==> src/rtl/mp64_mbox_initiator_if.sv <==
// Command port and MMIO bus of the mailbox/spinlock initiator.
// master = the engine side, slave = core plus arbiter side.
interface mp64_mbox_initiator_if #(
  parameter int ID_BITS = 2
);
  logic               cmd_valid;
  logic               cmd_ready;
  logic [1:0]         cmd_op;
  logic [ID_BITS-1:0] cmd_core;
  logic [2:0]         cmd_lock;
  logic [63:0]        cmd_data;
  logic               done;
  logic               done_err;
  logic               bus_req;
  logic [11:0]        bus_addr;
  logic [7:0]         bus_wdata;
  logic               bus_wen;
  logic [7:0]         bus_rdata;
  logic               bus_ack;

  modport master (
    input  cmd_valid, cmd_op, cmd_core, cmd_lock, cmd_data, bus_rdata, bus_ack,
    output cmd_ready, done, done_err, bus_req, bus_addr, bus_wdata, bus_wen
  );

  modport slave (
    output cmd_valid, cmd_op, cmd_core, cmd_lock, cmd_data, bus_rdata, bus_ack,
    input  cmd_ready, done, done_err, bus_req, bus_addr, bus_wdata, bus_wen
  );
endinterface

==> src/rtl/mp64_mbox_initiator.sv <==
// Per-core engine: one command in, MMIO byte sequence out (send, ack, lock w/ retry, unlock).
// Bus outputs decode from held state so they stay stable until bus_ack; cmd_ready only in IDLE.
module mp64_mbox_initiator #(
  parameter int          N_CORES       = 4,
  parameter int          ID_BITS       = 2,
  parameter int          SPIN_MAX      = 255,
  parameter int          BACKOFF       = 4,
  parameter logic [11:0] MBOX_SEND     = 12'h008,
  parameter logic [11:0] MBOX_ACK      = 12'h00C,
  parameter logic [11:0] SLOCK_ACQUIRE = 12'h000,
  parameter logic [11:0] SLOCK_RELEASE = 12'h001
) (
  input  logic clk,
  input  logic rst_n,
  mp64_mbox_initiator_if.master mb
);

  localparam logic [1:0] OP_SEND   = 2'd0;
  localparam logic [1:0] OP_LOCK   = 2'd1;
  localparam logic [1:0] OP_UNLOCK = 2'd2;
  localparam logic [1:0] OP_ACK    = 2'd3;

  localparam int AW = (SPIN_MAX > 1) ? $clog2(SPIN_MAX + 1) : 1;
  localparam int BW = (BACKOFF > 1) ? $clog2(BACKOFF) : 1;

  typedef enum logic [2:0] {
    S_IDLE, S_WRDATA, S_SEND, S_ACKW, S_UNLOCK, S_LOCK_RD, S_BACKOFF, S_DONE
  } state_t;

  state_t             state_q, state_d;
  logic [ID_BITS-1:0] core_q;
  logic [2:0]         lock_q;
  logic [63:0]        data_q;
  logic [2:0]         idx_q;
  logic [AW-1:0]      att_q, att_nxt;
  logic [BW-1:0]      bo_q;
  logic               err_q;
  logic               core_bad, lock_timeout;
  logic [11:0]        lock_base;
  logic               unused_rdata;

  assign unused_rdata = ^mb.bus_rdata[7:1];
  assign lock_base    = 12'h600 + {7'd0, lock_q, 2'b00};

  // Only SEND and ACK carry a core index that must name a real core.
  assign core_bad = ((mb.cmd_op == OP_SEND) || (mb.cmd_op == OP_ACK)) &&
                    (32'(mb.cmd_core) >= 32'(N_CORES));

  // Saturates so SPIN_MAX=0 (retry forever) can never wrap into a false timeout.
  assign att_nxt      = (&att_q) ? att_q : att_q + 1'b1;
  assign lock_timeout = mb.bus_rdata[0] && (SPIN_MAX != 0) && (att_nxt == AW'(SPIN_MAX));

  always_comb begin
    state_d      = state_q;
    mb.cmd_ready = 1'b0;
    mb.done      = 1'b0;
    mb.done_err  = 1'b0;
    mb.bus_req   = 1'b0;
    mb.bus_addr  = 12'h000;
    mb.bus_wdata = 8'h00;
    mb.bus_wen   = 1'b0;
    case (state_q)
      S_IDLE: begin
        mb.cmd_ready = 1'b1;
        if (mb.cmd_valid) begin
          if (core_bad) state_d = S_DONE;
          else begin
            case (mb.cmd_op)
              OP_SEND:   state_d = S_WRDATA;
              OP_LOCK:   state_d = S_LOCK_RD;
              OP_UNLOCK: state_d = S_UNLOCK;
              default:   state_d = S_ACKW;
            endcase
          end
        end
      end
      S_WRDATA: begin
        mb.bus_req   = 1'b1;
        mb.bus_wen   = 1'b1;
        mb.bus_addr  = 12'h500 + {9'd0, idx_q};
        mb.bus_wdata = data_q[{idx_q, 3'b000} +: 8];
        if (mb.bus_ack && (idx_q == 3'd7)) state_d = S_SEND;
      end
      S_SEND: begin
        mb.bus_req   = 1'b1;
        mb.bus_wen   = 1'b1;
        mb.bus_addr  = 12'h500 | MBOX_SEND;
        mb.bus_wdata = 8'(core_q);
        if (mb.bus_ack) state_d = S_DONE;
      end
      S_ACKW: begin
        mb.bus_req   = 1'b1;
        mb.bus_wen   = 1'b1;
        mb.bus_addr  = 12'h500 | MBOX_ACK;
        mb.bus_wdata = 8'(core_q);
        if (mb.bus_ack) state_d = S_DONE;
      end
      S_UNLOCK: begin
        mb.bus_req  = 1'b1;
        mb.bus_wen  = 1'b1;
        mb.bus_addr = lock_base + SLOCK_RELEASE;
        if (mb.bus_ack) state_d = S_DONE;
      end
      S_LOCK_RD: begin
        mb.bus_req  = 1'b1;
        mb.bus_addr = lock_base + SLOCK_ACQUIRE;
        if (mb.bus_ack) begin
          if (!mb.bus_rdata[0] || lock_timeout) state_d = S_DONE;
          else                                  state_d = S_BACKOFF;
        end
      end
      S_BACKOFF: begin
        if (bo_q == BW'(BACKOFF - 1)) state_d = S_LOCK_RD;
      end
      S_DONE: begin
        mb.done     = 1'b1;
        mb.done_err = err_q;
        state_d     = S_IDLE;
      end
      default: state_d = S_IDLE;
    endcase
  end

  always_ff @(posedge clk or negedge rst_n) begin
    if (!rst_n) begin
      state_q <= S_IDLE;
      core_q  <= '0;
      lock_q  <= '0;
      data_q  <= '0;
      idx_q   <= '0;
      att_q   <= '0;
      bo_q    <= '0;
      err_q   <= 1'b0;
    end else begin
      state_q <= state_d;
      if (state_q == S_IDLE && mb.cmd_valid) begin
        core_q <= mb.cmd_core;
        lock_q <= mb.cmd_lock;
        data_q <= mb.cmd_data;
        idx_q  <= '0;
        att_q  <= '0;
        bo_q   <= '0;
        err_q  <= core_bad;
      end
      if (state_q == S_WRDATA && mb.bus_ack) idx_q <= idx_q + 1'b1;
      if (state_q == S_LOCK_RD && mb.bus_ack) begin
        att_q <= att_nxt;
        bo_q  <= '0;
        err_q <= lock_timeout;
      end
      if (state_q == S_BACKOFF) bo_q <= bo_q + 1'b1;
    end
  end

endmodule

==> src/flat_wrapper.sv <==
// flat-port wrapper written by rule: the top's interface ports become plain ports
module mp64_mbox_initiator_flat 
#(
  parameter int          N_CORES       = 4,
  parameter int          ID_BITS       = 2,
  parameter int          SPIN_MAX      = 255,
  parameter int          BACKOFF       = 4,
  parameter logic [11:0] MBOX_SEND     = 12'h008,
  parameter logic [11:0] MBOX_ACK      = 12'h00C,
  parameter logic [11:0] SLOCK_ACQUIRE = 12'h000,
  parameter logic [11:0] SLOCK_RELEASE = 12'h001
)
  (clk, rst_n, mb_cmd_valid, mb_cmd_op, mb_cmd_core, mb_cmd_lock, mb_cmd_data, mb_bus_rdata, mb_bus_ack, mb_cmd_ready, mb_done, mb_done_err, mb_bus_req, mb_bus_addr, mb_bus_wdata, mb_bus_wen);
  mp64_mbox_initiator_if #(.ID_BITS(ID_BITS)) mb_i ();
  input  logic clk;
  input  logic rst_n;
  input wire logic [$bits(mb_i.cmd_valid)-1:0] mb_cmd_valid;
  input wire logic [$bits(mb_i.cmd_op)-1:0] mb_cmd_op;
  input wire logic [$bits(mb_i.cmd_core)-1:0] mb_cmd_core;
  input wire logic [$bits(mb_i.cmd_lock)-1:0] mb_cmd_lock;
  input wire logic [$bits(mb_i.cmd_data)-1:0] mb_cmd_data;
  input wire logic [$bits(mb_i.bus_rdata)-1:0] mb_bus_rdata;
  input wire logic [$bits(mb_i.bus_ack)-1:0] mb_bus_ack;
  output wire logic [$bits(mb_i.cmd_ready)-1:0] mb_cmd_ready;
  output wire logic [$bits(mb_i.done)-1:0] mb_done;
  output wire logic [$bits(mb_i.done_err)-1:0] mb_done_err;
  output wire logic [$bits(mb_i.bus_req)-1:0] mb_bus_req;
  output wire logic [$bits(mb_i.bus_addr)-1:0] mb_bus_addr;
  output wire logic [$bits(mb_i.bus_wdata)-1:0] mb_bus_wdata;
  output wire logic [$bits(mb_i.bus_wen)-1:0] mb_bus_wen;
  assign mb_i.cmd_valid = mb_cmd_valid;
  assign mb_i.cmd_op = mb_cmd_op;
  assign mb_i.cmd_core = mb_cmd_core;
  assign mb_i.cmd_lock = mb_cmd_lock;
  assign mb_i.cmd_data = mb_cmd_data;
  assign mb_i.bus_rdata = mb_bus_rdata;
  assign mb_i.bus_ack = mb_bus_ack;
  assign mb_cmd_ready = mb_i.cmd_ready;
  assign mb_done = mb_i.done;
  assign mb_done_err = mb_i.done_err;
  assign mb_bus_req = mb_i.bus_req;
  assign mb_bus_addr = mb_i.bus_addr;
  assign mb_bus_wdata = mb_i.bus_wdata;
  assign mb_bus_wen = mb_i.bus_wen;
  mp64_mbox_initiator #(.N_CORES(N_CORES), .ID_BITS(ID_BITS), .SPIN_MAX(SPIN_MAX), .BACKOFF(BACKOFF), .MBOX_SEND(MBOX_SEND), .MBOX_ACK(MBOX_ACK), .SLOCK_ACQUIRE(SLOCK_ACQUIRE), .SLOCK_RELEASE(SLOCK_RELEASE)) u_core (.clk(clk), .rst_n(rst_n), .mb(mb_i));
endmodule
==> config.mk <==
export PLATFORM = sky130hd
export DESIGN_NAME = mp64_mbox_initiator_flat
export DESIGN_NICKNAME = d
export VERILOG_FILES = /design/src/rtl/mp64_mbox_initiator_if.sv /design/src/rtl/mp64_mbox_initiator.sv /design/src/flat_wrapper.sv
export SDC_FILE = /design/constraint.sdc
export NUM_CORES = 1
export LEC_CHECK = 0
export ABC_AREA = 1
export CAP_MARGIN = 25
export CORE_ASPECT_RATIO = 1.1
export CORE_MARGIN = 3
export CORE_UTILIZATION = 50
export CTS_CLUSTER_SIZE = 12
export DETAILED_ROUTE_END_ITERATION = 8
export GPL_TIMING_DRIVEN = 0
export PLACE_DENSITY = 0.78
export SLEW_MARGIN = 20
export SYNTH_ARGS = -nofsm -noshare
export SYNTH_HDL_FRONTEND = slang
export SYNTH_SLANG_ARGS = --single-unit
==> constraint.sdc <==
create_clock -name clk -period 2.5 [get_ports clk]
set_clock_uncertainty 0.15 [all_clocks]
set_input_delay 0.625 -clock clk [delete_from_list [all_inputs] [get_ports clk]]
set_output_delay 0.625 -clock clk [all_outputs]
set_load 0.005 [all_outputs]
==> flow_summary.json, run 1 <==
{
  "layout-drive-gt1-share_pct": 33.6,
  "path_buf_inv": 5,
  "io_pins": 108,
  "path_delay_family": "buffers and inverters",
  "ant_nets": 0,
  "synth_area_leaders": "dfrtp_1 (47%), mux2_4 (23%), o21ai_0 (5.3%), nand2_1 (4.7%), nor2_1 (3.8%)",
  "cts_buffer_depth": 2,
  "rows": 36,
  "die_w_um": 97.3,
  "max_stage_delay_ps": 430,
  "stdcell_count": 674,
  "drv_slew": 0,
  "hold-worst-slack_ps": 83.1,
  "finalCriticalPeriod_ps": 2620,
  "start_util_pct": 51.4,
  "required_ps": 1730,
  "dp_hpwl_mm": 8.15,
  "post-route-drc-count": 0,
  "avgSynthCellArea_um2": 10.9,
  "fmax_mhz": 381,
  "gp_congestion": 0.816,
  "final-setup-viol-count": 13,
  "outcome": "finished with violations",
  "worst-slew-pin-transition_ps": 521,
  "routed_wl_mm": 11.8,
  "grt-ovfl-total": 0,
  "vias": 3625,
  "via_per_inst": 5.38,
  "seq_area_frac_synth_pct": 46.9,
  "relSlewSlack_pct": 65.3,
  "fin_crit_sh_pct": 105,
  "synth-edff-count": 0,
  "coreArea_um2": 8920,
  "synthArstFlopShare_pct": 100,
  "diodes": 0,
  "leakage_nw": 3.05,
  "synth_cell_types": 31,
  "violations": "setup timing",
  "critPathCaptureType": "primary output",
  "ir_drop_uv": 446,
  "layout_setup_ws_ps": -123,
  "criticalPathCategory": "reg -> out",
  "grt_start_max_net_pins": 48,
  "final_util_pct": 69.4,
  "ys_seq_elements": 86,
  "rsz0062_at_grt": "yes",
  "final_nets": 644,
  "grt_pass1_wl_mm": 18.6,
  "insertion_delay_ps": 360,
  "cp_max_fo": 6,
  "placedCellCount": 634,
  "syn_inst": 420,
  "drt_iter0_markers": 166,
  "mostFrequentLayoutCell": "dfrtp_1",
  "htree_num_levels": 3,
  "chipHeight_um": 106,
  "numCtsBuffers": 9,
  "grt_use_total_pct": 22.6,
  "dr.pass1.iters": 4,
  "path_cells": "inv_2, nor2_4, clkinvlp_4, nor2_4, buf_6, buf_6, a22o_1, buf_2",
  "path_clk_slew_ps": 90,
  "netlist_area_um2": 4590,
  "slowest_stage": "dfrtp_2",
  "dieArea_um2": 10400,
  "hold_viol": 0,
  "grt_pass1_vias": 3758,
  "cts_tree": "done",
  "yosys_warnings": 0,
  "flow.area_growth_from_synthesis_pct": 35.0,
  "yosysTopAreaCell": "dfrtp_1",
  "io_buffers": 96,
  "yosysTopAreaCellShare_pct": 46.9,
  "synth_flop_cell": "dfrtp_1",
  "detail_route.wl_per_cell_um": 17.5,
  "final_cell_mix": "dfrtp_1 (81), clkdlybuf4s50_1 (78), mux2_4 (69)",
  "p_per_area_nw_per_um2": 1100,
  "cts_root_buf": "clkbuf_8",
  "clock_sinks": 86,
  "min_path_type": "in -> async",
  "antenna_found_initial": 0,
  "max_cap_violations": 0,
  "start_kind": "flop",
  "worstPathArrival_ps": 1850
}
## final timing paths
kind / slack (ps) / cells after the start / start / to
max in group asynchronous: 1490 / 2 / rst_n / u_core.state_q[0]
max reg2reg: 530 / 13 / u_core.att_q[1] / u_core.state_q[0]
min: 80 / 1 / rst_n / u_core.att_q[0]
min reg2reg: 340 / 2 / u_core.err_q / u_core.err_q
min in group clk: 340 / 2 / u_core.err_q / u_core.err_q
max: -120 / 8 / u_core.state_q[0] / mb_bus_wdata[5]
## cell families (layout without fill, tap and decap cells)
group | count (synthesis) | count (layout) | synth area share, %
flip-flops | 86 | 86 | 46.9
multiplexers | 69 | 69 | 22.6
other | 1 | 4 | 0.0818
AO/OA/AOI/OAI | 80 | 80 | 10.6
adder cells (fa/ha/maj) | 6 | 6 | 1.64
buffers and inverters | 40 | 176 | 4.83
AND/OR/NAND/NOR | 138 | 139 | 13.4
## repair_timing
action                     4_1_cts  5_1_grt
pin swaps                       11       12
hold endpoints to repair         0        0
buffers inserted                14        9
cloned                           1        0
hold buffers                     0        0
setup endpoints to repair       18       15
resized for setup               89       29
## layout make-up
class                      instances  area, um^2
fill                             658        2730
clock buffer                      11         151
sequential                        86        2160
inverter                          20        86.3
tap                              114         143
multi-input combinational        298        2310
buffer                            20         166
timing repair buffer             120        1120
clock inverter                     5        57.6
## Yosys cell counts, types with 2 or more instances
cell / instances
clkinv_1: 2
nand3_1: 15
nor2_1: 46
inv_2: 2
nor2_4: 4
nor2_2: 3
mux2_4: 69
nor3_1: 2
ha_1: 6
dfrtp_1: 86
a22o_1: 8
nand2_4: 2
a21oi_2: 2
nand2_1: 58
clkbuf_1: 8
o22ai_1: 16
inv_1: 16
buf_4: 5
buf_6: 7
o21ai_0: 49
nand2_2: 4
## report_power, final
part	total, W	switching (W)	internal [W]
registers	0.00255	0.000490	0.00206
clock network	0.00101	0.000500	0.000514
logic	0.00325	0.00143	0.00182
## state kept, by name (all words and copies together) (netlist names)
name and count:
u_core.err_q 1, u_core.state_q 3, u_core.lock_q 3, u_core.bo_q 2
u_core.att_q 8, u_core.core_q 2, u_core.data_q 64, u_core.idx_q 3
## stage by stage
stage	total power, W	setup slack [ps]	instance area, um^2	setup TNS, ps
global route	0.00721	-193	6190	-1940
floorplan	0.00448	484	4600	0
global placement	0.00534	-2340	5700	-204550
finish	0.00681	-123	6190	-980
CTS	0.00661	-140	6070	-1070
detailed placement	0.00546	-432	5730	-3540
## per-layer routing
layer / global-route usage (%) / vias to the layer above / part of all wire (%)
met5: 0 / - / 0
met4: 7.22 / 0 / 2.1
met3: 4.13 / 21 / 5.1
met2: 38.8 / 131 / 50
met1: 29.1 / 1761 / 43
li1: - / 1712 / -
Power figures use the tool's default switching activity.
==> inputs of run 2 (changes only) <==
- PLACE_DENSITY: 0.78 -> 0.8
- SLEW_MARGIN: 20 -> default
==> flow_summary.json, run 2 (same netlist as run 1, synthesis figures left out) <==
{
  "outcome": "finished with violations",
  "violations": "setup timing",
  "swShare_pct": 35.2,
  "intPower_w": 0.00456,
  "pre_cts_ws_ps": -440,
  "htree_num_levels": 3,
  "gp_congestion": 0.835,
  "p_per_area_nw_per_um2": 1120,
  "fillers": 614,
  "largest-register": "u_core.data_q",
  "path_cells": "inv_2, nand2_4, nor2_4, clkinvlp_4, buf_4, nor2_4, buf_6, buf_6, a22o_1, buf_2",
  "final-seq-area_um2": 2160,
  "met2_usage_pct": 39.7,
  "drv_slew": 0,
  "start_util_pct": 51.4,
  "pwr-share-comb_pct": 47.1,
  "grt_use_met1_pct": 30.5,
  "r2r_end": "u_core.state_q[0]",
  "cts_root_buf": "clkbuf_8",
  "rsz0062_at_grt": "yes",
  "reg2reg_depth": 11,
  "flow.area_growth_from_synthesis_pct": 36.8,
  "final_cell_mix": "dfrtp_1 (81), clkdlybuf4s50_1 (78), mux2_4 (69)",
  "largest_register_ffs": 64,
  "final_cell_area_um2": 6270,
  "multi_input_area_um2": 2310,
  "hold-worst-slack_ps": 67.2,
  "drt_iter0_markers": 341,
  "layout-drive-gt1-share_pct": 33.1,
  "ir_drop_uv": 599,
  "fin_crit_sh_pct": 107,
  "rows": 36,
  "dp_hpwl_mm": 8.09,
  "coreArea_um2": 8920,
  "criticalPathCategory": "reg -> out",
  "final-setup-viol-count": 13,
  "chipHeight_um": 106,
  "insertion_delay_ps": 360,
  "layout_setup_ws_ps": -176,
  "hold_viol": 0,
  "dr.pass1.iters": 5,
  "detail_route.wl_per_cell_um": 17.6,
  "r2r-start": "u_core.idx_q[0]",
  "diodes": 0,
  "clock_sinks": 86,
  "via_per_inst": 5.50,
  "max_stage_delay_ps": 420,
  "grt-ovfl-total": 0,
  "critPathCaptureType": "primary output",
  "leakage_nw": 3.11,
  "sequentialPowerShare_pct": 36.2,
  "mostFrequentLayoutCell": "dfrtp_1",
  "slowest_stage": "dfrtp_2",
  "cts_tree": "done",
  "reg_top3": "u_core.data_q (64), u_core.att_q (8)",
  "post-route-drc-count": 0,
  "start_kind": "flop",
  "grt_pass1_vias": 3862,
  "routed_wl_mm": 11.9,
  "crit_start": "u_core.state_q[1]",
  "min_path_type": "in -> async",
  "r2r_slack_ps": 590,
  "cp_max_fo": 3,
  "p_switching_w": 0.00247,
  "die_w_um": 97.3,
  "io_buffers": 96,
  "max_cap_violations": 0,
  "cts_buffer_depth": 2,
  "finalCriticalPeriod_ps": 2680,
  "pwr-share-clk_pct": 16.7,
  "grt-busiest-layer": "met2",
  "dieArea_um2": 10400,
  "antenna_found_initial": 0,
  "gr-usage-met3_pct": 5.77,
  "final_nets": 646,
  "grt_use_total_pct": 23.8,
  "grt_start_max_net_pins": 52,
  "worstPathArrival_ps": 1900,
  "grt_pass1_wl_mm": 19.6,
  "setup_tns_ps": -1240,
  "numCtsBuffers": 9,
  "required_ps": 1730,
  "placedCellCount": 634,
  "fmax_mhz": 374,
  "vias": 3716,
  "crit_path_end": "mb_bus_wdata[3]",
  "path_clk_slew_ps": 80,
  "stdcell_count": 676,
  "ant_nets": 0,
  "placed_area_um2": 5730,
  "io_pins": 108
}
-- run 2: cell types whose count changed in the layout (fill, tap and decap cells not counted), sizes merged, moves of 2 or more --
cell	change
buf	-4
bufinv	+2
clkbuf	+2
clkdlybuf4s15	+2
-- run 2: layer usage --
| metal | share of wire (%) | vias up |
|---|---|---|
| li1 | - | 1709 |
| met1 | 42 | 1809 |
| met2 | 50 | 179 |
| met3 | 7.0 | 19 |
| met4 | 1.6 | 0 |
| met5 | 0 | - |
-- run 2: cell type report --
type,count,area share (%)
clock buffer,10,2.03
clock inverter,6,1.75
inverter,20,1.46
sequential,86,34.4
multi-input combinational,298,36.8
buffer,20,2.65
tap,114,2.27
timing repair buffer,122,18.7
-- run 2: worst min-delay path by stage --
| stage | startpoint | end | slack (ps) | cells past startpoint |
|---|---|---|---|---|
| 6_report | rst_n | u_core.att_q[5] | 70 | 1 |
| 5_1_grt | rst_n | u_core.att_q[5] | 90 | 1 |
| 4_1_cts | rst_n | u_core.att_q[5] | 80 | 1 |
| 3_5_place_dp | u_core.err_q | u_core.err_q | 320 | 2 |
| 3_3_place_gp | u_core.err_q | u_core.err_q | 320 | 2 |
| 2_1_floorplan | rst_n | u_core.att_q[0] | 180 | 0 |
-- run 2: worst max-delay path: cells and delay by family (launching register included) --
kind,cells,cell delay (ps)
buf+inv,6,710
flops,1,420
simple gates,3,280
compound gates,1,120
-- run 2: through the flow --
stage,power (W),utilization [%]
6_report,0.00703,70.4
5_1_grt,0.00742,70.4
4_1_cts,0.00693,70.0
3_5_place_dp,0.00546,64.2
3_3_place_gp,0.00534,63.9
2_1_floorplan,0.00448,-
-- run 2: power groups by stage --
| stage | logic, W | clock network [W] | registers, W |
|---|---|---|---|
| global placement | 0.00282 | 0 | 0.00251 |
| floorplan | 0.00211 | 0 | 0.00237 |
| detailed placement | 0.00293 | 0 | 0.00253 |
| finish | 0.00331 | 0.00117 | 0.00255 |
| global route | 0.00358 | 0.00123 | 0.00261 |
| CTS | 0.00324 | 0.00118 | 0.00252 |
-- run 2: repair_timing --
action,CTS,global route
pin swaps,18,6
cloned,1,0
setup buffers,23,2
hold buffers,0,0
endpoints found under the setup margin,18,17
gates resized for setup,102,13
==> inputs of run 3 (changes only) <==
- CORE_UTILIZATION: 50 -> 45
- PLACE_DENSITY: 0.8 -> 0.76
- clock period: 2.5 -> 2.4 ns (I/O delays scaled with it)
==> flow_summary.json, run 3 (same netlist as run 1, synthesis figures left out) <==
{
  "outcome": "finished with violations",
  "violations": "setup timing",
  "hold_viol": 0,
  "grt_use_total_pct": 22.2,
  "grt_pass1_wl_mm": 19.8,
  "fmax_mhz": 377,
  "final-setup-viol-count": 14,
  "final_nets": 642,
  "reg_top3": "u_core.data_q (64), u_core.att_q (8)",
  "ant_nets": 0,
  "numCtsBuffers": 9,
  "stdcell_count": 678,
  "cts_tree": "done",
  "final_util_pct": 63.0,
  "p_per_area_nw_per_um2": 1140,
  "mostFrequentLayoutCell": "dfrtp_1",
  "path_clk_slew_ps": 90,
  "total_power_w": 0.00711,
  "coreArea_um2": 9890,
  "largest-register": "u_core.data_q",
  "antenna_found_initial": 0,
  "placedCellCount": 640,
  "cts_buffer_depth": 2,
  "layout_setup_ws_ps": -255,
  "chipHeight_um": 112,
  "grt_pass1_vias": 3972,
  "fin_crit_sh_pct": 111,
  "largest_register_ffs": 64,
  "start_kind": "flop",
  "routed_wl_mm": 12.1,
  "dp_hpwl_mm": 8.45,
  "die_w_um": 102,
  "start_util_pct": 46.4,
  "rsz0062_at_grt": "yes",
  "io_buffers": 96,
  "dieArea_um2": 11400,
  "criticalPathCategory": "reg -> out",
  "finalCriticalPeriod_ps": 2650,
  "leakage_nw": 3.09,
  "grt-ovfl-total": 0,
  "insertion_delay_ps": 360,
  "hold-worst-slack_ps": 3.33,
  "layout-drive-gt1-share_pct": 32.3,
  "htree_num_levels": 3,
  "gp_congestion": 0.857,
  "via_per_inst": 5.50,
  "required_ps": 1650,
  "clock_sinks": 86,
  "dr.pass1.iters": 4,
  "hold_buffers": 0,
  "post-route-drc-count": 0,
  "cts_root_buf": "clkbuf_8",
  "drt_iter0_markers": 161,
  "min_path_type": "in -> async",
  "vias": 3729,
  "cp_max_fo": 6,
  "io_pins": 108,
  "rows": 38,
  "drv_slew": 0,
  "grt_start_max_net_pins": 61,
  "worstPathArrival_ps": 1900,
  "final_cell_mix": "dfrtp_1 (82), clkdlybuf4s50_1 (76), mux2_4 (69)",
  "critPathCaptureType": "primary output",
  "flow.area_growth_from_synthesis_pct": 35.8,
  "diodes": 0,
  "ir_drop_uv": 612,
  "max_cap_violations": 0,
  "detail_route.wl_per_cell_um": 17.8,
  "fillers": 786,
  "placed_area_um2": 5730,
  "final_cell_area_um2": 6230
}
==> run 3: cell types whose count changed in the layout (fill, tap and decap cells not counted), moves of 3 or more <==
| cell | delta |
|---|---|
| o21ai_0 | +4 |
| o21ai_1 | -4 |
| clkbuf_8 | +4 |
| buf_4 | -3 |
==> run 3: metrics by stage <==
stage               TNS, ps  setup slack [ps]
CTS                   -2660              -264
finish                -2520              -255
global route          -3620              -350
global placement    -213860             -2440
detailed placement    -4380              -529
floorplan                 0               409
==> run 3: path summary, 6_finish.rpt <==
check                                     to              start  cells past startpoint  slack, ps
setup / recovery             mb_bus_wdata[3]  u_core.state_q[0]                      8       -250
hold / removal             u_core.state_q[1]              rst_n                      1          3
setup reg to reg             u_core.att_q[1]  u_core.state_q[1]                      9        410
hold reg to reg                 u_core.err_q       u_core.err_q                      2        350
max in group asynchronous    u_core.idx_q[0]              rst_n                      2       1490
min in group clk                u_core.err_q       u_core.err_q                      2        350
==> run 3: area by class of cell <==
class	instances	area (um^2)	area share, %
multi-input combinational	298	2300	37.0
clock buffer	14	173	2.77
inverter	20	83.8	1.35
sequential	86	2160	34.6
clock inverter	2	38.8	0.623
buffer	20	179	2.87
timing repair buffer	118	1140	18.3
tap	120	150	2.41
==> run 3: repair_timing <==
action                     CTS  global route
setup endpoints to repair   18            18
pin swaps                   17             7
cloned                       1             0
gates resized for setup    102            17
setup buffers               18             3
==> run 3: worst max-delay path, stage by stage (launching register included) <==
cell        delay [ps]
dfrtp_2            440
inv_2              100
nor2_4             150
clkinvlp_4         150
buf_12             160
nor2_4             160
buf_6              130
a22o_1             140
buf_2              120
==> run 3: metal layers <==
metal	global-route usage (%)	routed length [um]	vias to the layer above
met1	28.7	4970	1828
met3	5.01	836	25
met5	0	0	-
met2	36.5	6010	162
li1	-	-	1714
met4	7.35	282	0
==> run 3: where the power goes <==
part | switching [W] | internal (W) | total [W] | leakage, nW
Clock | 0.000513 | 0.000570 | 0.00108 | 0.107
Sequential | 0.000493 | 0.00214 | 0.00263 | 1.05
Combinational | 0.00149 | 0.00189 | 0.00339 | 1.93
